--- config.mk ---
export PLATFORM = sky130hd
export DESIGN_NAME = pipelined_adder_carry
export DESIGN_NICKNAME = d
export VERILOG_FILES = /design/src/rtl/pipelined_adder_carry.sv
export SDC_FILE = /design/constraint.sdc
export NUM_CORES = 1
export LEC_CHECK = 0
export CAP_MARGIN = 20
export CORE_MARGIN = 2
export CORE_UTILIZATION = 30
export CTS_CLUSTER_DIAMETER = 80
export DETAILED_ROUTE_END_ITERATION = 10
export DONT_BUFFER_PORTS = 1
export PLACE_DENSITY_LB_ADDON = 0.2
export SLEW_MARGIN = 10
export SYNTH_ARGS = -nofsm -noshare
export SYNTH_HDL_FRONTEND = slang
export SYNTH_SLANG_ARGS = --single-unit
--- constraint.sdc ---
create_clock -name clk -period 6.8 [get_ports clk]
set_clock_uncertainty 0.15 [all_clocks]
set_input_delay 1.02 -clock clk [delete_from_list [all_inputs] [get_ports clk]]
set_output_delay 1.02 -clock clk [all_outputs]
set_load 0.01 [all_outputs]
--- src/rtl/pipelined_adder_carry.sv ---
// Pipelined adder/subtractor that resolves one SEG-bit carry segment per stage.
// Operands are skewed in and results de-skewed so every SUM bit leaves together.
module pipelined_adder_carry #(
    parameter int WIDTH = 32,
    parameter int SEG   = 8
) (
    input  logic             clk,
    input  logic             rst_n,
    input  logic             en,
    input  logic             in_valid,
    input  logic [WIDTH-1:0] a,
    input  logic [WIDTH-1:0] b,
    input  logic             ci,
    input  logic             sub,
    output logic             out_valid,
    output logic [WIDTH-1:0] sum,
    output logic             co,
    output logic             ovf
);
    localparam int STAGES = WIDTH / SEG;

    logic [WIDTH-1:0] b_eff;
    assign b_eff = sub ? ~b : b;

    // Handshake: in_valid qualifies a/b/ci/sub on an enabled edge; out_valid
    // qualifies sum/co/ovf; en low freezes every register, no other backpressure.
    for (genvar k = 0; k < STAGES; k++) begin : g_stage
        localparam int HI = WIDTH - k * SEG;
        localparam int LO = k * SEG;

        logic [HI-1:0]     op_a;
        logic [HI-1:0]     op_b;
        logic              c_in;
        logic              v_in;
        logic [SEG-1:0]    seg_res;
        logic              c_out;
        logic [LO+SEG-1:0] res_out;

        if (k == 0) begin : g_head
            assign op_a    = a;
            assign op_b    = b_eff;
            assign c_in    = ci;
            assign v_in    = in_valid;
            assign res_out = seg_res;
        end else begin : g_skew
            // Upper operand segments still waiting for their stage, lower results already done.
            logic [LO-1:0] res_q;

            always_ff @(posedge clk or negedge rst_n) begin
                if (!rst_n) begin
                    op_a  <= '0;
                    op_b  <= '0;
                    c_in  <= 1'b0;
                    v_in  <= 1'b0;
                    res_q <= '0;
                end else if (en) begin
                    op_a  <= g_stage[k-1].op_a[HI+SEG-1:SEG];
                    op_b  <= g_stage[k-1].op_b[HI+SEG-1:SEG];
                    c_in  <= g_stage[k-1].c_out;
                    v_in  <= g_stage[k-1].v_in;
                    res_q <= g_stage[k-1].res_out;
                end
            end

            assign res_out = {seg_res, res_q};
        end

        if (k < STAGES - 1) begin : g_mid
            logic [SEG:0] seg_sum;

            assign seg_sum = {1'b0, op_a[SEG-1:0]} + {1'b0, op_b[SEG-1:0]}
                           + {{SEG{1'b0}}, c_in};
            assign seg_res = seg_sum[SEG-1:0];
            assign c_out   = seg_sum[SEG];
        end else begin : g_tail
            // Top bit is added on its own so the carry into the MSB is visible for ovf.
            logic [SEG-1:0] low_sum;
            logic [1:0]     top_sum;

            assign low_sum = {1'b0, op_a[SEG-2:0]} + {1'b0, op_b[SEG-2:0]}
                           + {{(SEG-1){1'b0}}, c_in};
            assign top_sum = {1'b0, op_a[SEG-1]} + {1'b0, op_b[SEG-1]}
                           + {1'b0, low_sum[SEG-1]};
            assign seg_res = {top_sum[0], low_sum[SEG-2:0]};
            assign c_out   = top_sum[1];

            always_ff @(posedge clk or negedge rst_n) begin
                if (!rst_n) begin
                    out_valid <= 1'b0;
                    sum       <= '0;
                    co        <= 1'b0;
                    ovf       <= 1'b0;
                end else if (en) begin
                    out_valid <= v_in;
                    if (v_in) begin
                        sum <= res_out;
                        co  <= c_out;
                        ovf <= c_out ^ low_sum[SEG-1];
                    end
                end
            end
        end
    end
endmodule

==> impl_metrics.tcl <==
set metrics [dict create \
    status "completed" \
    crit_fanout 32 \
    start_kind "input port" \
    ys_top_cells_by_area "dfrtp_1 (56%), mux2_2 (16%), ha_1 (4.1%)" \
    htreeDepth 4 \
    yosys.area_share.simple_pct 4.60 \
    synth_area_um2 8310 \
    worst_pin_slew_ns 0.430 \
    crit_path_end_kind "flip-flop" \
    ys_types 34 \
    core-area_um2 27100 \
    wl_um 15700 \
    grt_overflow_total 0 \
    layout_worst_path_cycle_share_pct 37.8 \
    die_w_um 170 \
    dr.pass1.iters 4 \
    ys_warn_count 0 \
    fillers 2675 \
    port_buffers 0 \
    avgSynthCellArea_um2 12.6 \
    clkSinkCount 185 \
    grt_pass1_wl_um 26200 \
    leakage_nw 3.92 \
    synth_compound_area_share_pct 10.1 \
    syn_to_final_growth_pct 11.5 \
    synth_top_family_by_area "multiplexers" \
    grt_pass1_vias 4972 \
    postCtsHoldBufs 0 \
    synth_seq_area_share_pct 55.7 \
    cpPeakStageDelay_ns 0.42 \
    synth.top_cell.area_share_pct 55.7 \
    path_cells "xnor2_1 > fa_1 > fa_1 > nor2b_1 > o31a_1 > o21ai_0 > a211oi_1 > a21o_1" \
    path_clk_slew_ns 0.07 \
    num_antenna_cells 0 \
    drtIter0Drc 186 \
    syn_nets 767 \
    ant_nets 0 \
    tns_ns 0 \
    async_flop_share_pct 100 \
    row_count 60 \
    synth_edf_count 0 \
    synth_ff_type "dfrtp_1" \
    yosys.area_share.adder_pct 6.23 \
    cts_buffers 17 \
    finish.instance_area_um2 9270 \
    ys_seq_elements 185 \
    synth_xor_area_share_pct 4.21 \
    setup_viol_count_final 0 \
    maxCapViolations 0 \
    cp.required_ns 7.01 \
    route.detailed.drc 0 \
    hold_violations 0 \
    antenna_found_initial 0 \
    final_nets 758 \
    post-route-min-period_ns 2.57 \
    clockBufferDepth 2 \
    ys_top_cells_by_count "dfrtp_1 (185), mux2_2 (119), o21ai_0 (39), nor2_1 (38)" \
    ir_worst_vdd_mv 0.140 \
    max_slew_margin_pct 70.9 \
    cp_slowest_cell "fa_1" \
    wire_per_inst_um 15.1 \
    timing.fmax_mhz 389 \
    grt_max_degree 186 \
    crit_top_cell "fa_1" \
    vias 4810 \
    synth_top_cell_by_area "dfrtp_1" \
    die-area_um2 29100 \
    die_height_um 170 \
    vias_per_cell 4.64 \
    synth_mux_area_share_pct 16.2 \
    cts_resized 0 \
    post-synth-top-count-cell "dfrtp_1" \
    final_layout_size_suffix_gt1_share_pct 23.3 \
    cts_tree "yes" \
    ios 105 \
    root_buffer "clkbuf_16" \
    synth_cells 661 \
    rsz0062_at_grt "no" \
    dp_hpwl_um 10100 \
    post_dp_cell_area_um2 8650 \
    critical_path_class "input port to flip-flop" \
    report.final.slew_viol_count 0 \
    start_util_pct 30.7 \
    post-cts-setup-buffer-count 0 \
    hp-class "input port to async pin" \
    gp_congestion 0.774 \
    rrSetupSlack_ns 4.37 \
    gr-usage-all-layers_pct 11.4 \
    cp.arrival_ns 2.78 \
    p_per_area_nw_per_um2 346 \
    clk_latency_ns 0.42 \
]
## cell type report
cell class	instances	area, um^2	share of cell area [%]
multi-input cells	418	3450	37.2
well taps	372	465	5.02
inverters	28	105	1.13
flip-flops and latches	185	4630	49.9
repair buffers	2	35.0	0.378
clock inverters	12	140	1.51
clock buffers	20	447	4.82
## where the power goes
| group | internal (W) | switching, W | total [W] | leakage [nW] |
|---|---|---|---|---|
| combinational | 0.000348 | 0.000267 | 0.000614 | 1.46 |
| clock | 0.000559 | 0.000444 | 0.00100 | 0.289 |
| sequential | 0.00138 | 0.000213 | 0.00159 | 2.17 |
## metal layers
layer	global-route usage (%)	up-vias	wire [um]
li1	-	2286	-
met1	15.2	2430	7540
met2	18.1	83	7290
met3	3.23	11	675
met4	3.46	0	179
met5	0	-	0
## registers in the layout, indices dropped and copies added, names as in the netlist
| name | cells |
|---|---|
| sum | 32 |
| g_stage.v_in | 3 |
| g_stage.op_b | 48 |
| g_stage.c_in | 3 |
| ovf | 1 |
| g_stage.op_a | 48 |
| out_valid | 1 |
| g_stage.g_skew.res_q | 48 |
| co | 1 |
## placed cells by master (no fill, tap or decap), types with 2 or more instances in the layout
cell | netlist | layout
dfrtp_1 | 185 | 185
mux2_2 | 119 | 119
o21ai_0 | 39 | 39
nor2_1 | 38 | 38
xnor2_1 | 30 | 30
a21oi_1 | 30 | 30
nand2_1 | 30 | 29
inv_1 | 28 | 28
ha_1 | 27 | 27
o21a_1 | 18 | 18
clkbuf_16 | 0 | 17
a211oi_1 | 12 | 12
a21o_1 | 11 | 11
xor2_1 | 10 | 10
fa_1 | 9 | 9
o31a_1 | 7 | 7
nor2b_1 | 5 | 5
o31ai_1 | 5 | 5
nand2b_1 | 4 | 4
nor3_1 | 4 | 4
a31oi_1 | 3 | 3
nand3_1 | 3 | 3
clkinv_2 | 0 | 3
o21bai_1 | 2 | 2
o41ai_1 | 2 | 2
a31o_2 | 2 | 2
nor3b_1 | 2 | 2
inv_6 | 0 | 2
bufinv_16 | 0 | 2
clkinv_4 | 0 | 2
clkbuf_1 | 7 | 2
inv_8 | 0 | 2
## logic make-up after synthesis
kind of cell / count (synthesis)
DFF: 185
muxes: 120
buffers and inverters: 58
xor gates and xnor gates: 40
and+or+nand+nor: 88
adders and majority gates: 36
AOI/OAI and AO/OA: 134
## metrics by stage
step	setup slack, ns	utilization (%)	instances	total power [W]	hold slack [ns]
finish	4.23	34.2	1037	0.00321	0.146
global route	4.13	34.2	1037	0.00343	0.104
CTS	4.26	34.1	1036	0.00328	0.124
detailed placement	3.81	31.9	1004	0.00224	0.319
global placement	3.86	31.9	1004	0.00221	0.314
floorplan	3.54	-	661	0.00209	0.296
## worst paths after layout
| path | start | end | depth (start not counted) |
|---|---|---|---|
| hold / removal | rst_n | g_stage[2].g_skew.res_q[0] | 0 |
| min in group clk | g_stage[2].g_skew.res_q[14] | g_stage[2].g_skew.res_q[14] | 1 |
| max in group asynchronous | rst_n | g_stage[2].op_b[15] | 0 |
| setup reg to reg | g_stage[3].op_a[0] | sum[30] | 8 |
| setup / recovery | sub | g_stage[1].g_skew.res_q[6] | 8 |
| hold reg to reg | g_stage[2].g_skew.res_q[14] | g_stage[2].g_skew.res_q[14] | 1 |
## worst max-delay path: cells and delay by family
kind | cells | cell delay [ns]
AND/OR/NAND/NOR | 1 | 0.16
AO/OA/AOI/OAI | 4 | 0.66
XOR/XNOR | 1 | 0.13
adder cells (fa/ha/maj) | 2 | 0.82
(Power assumes the default switching activity.)
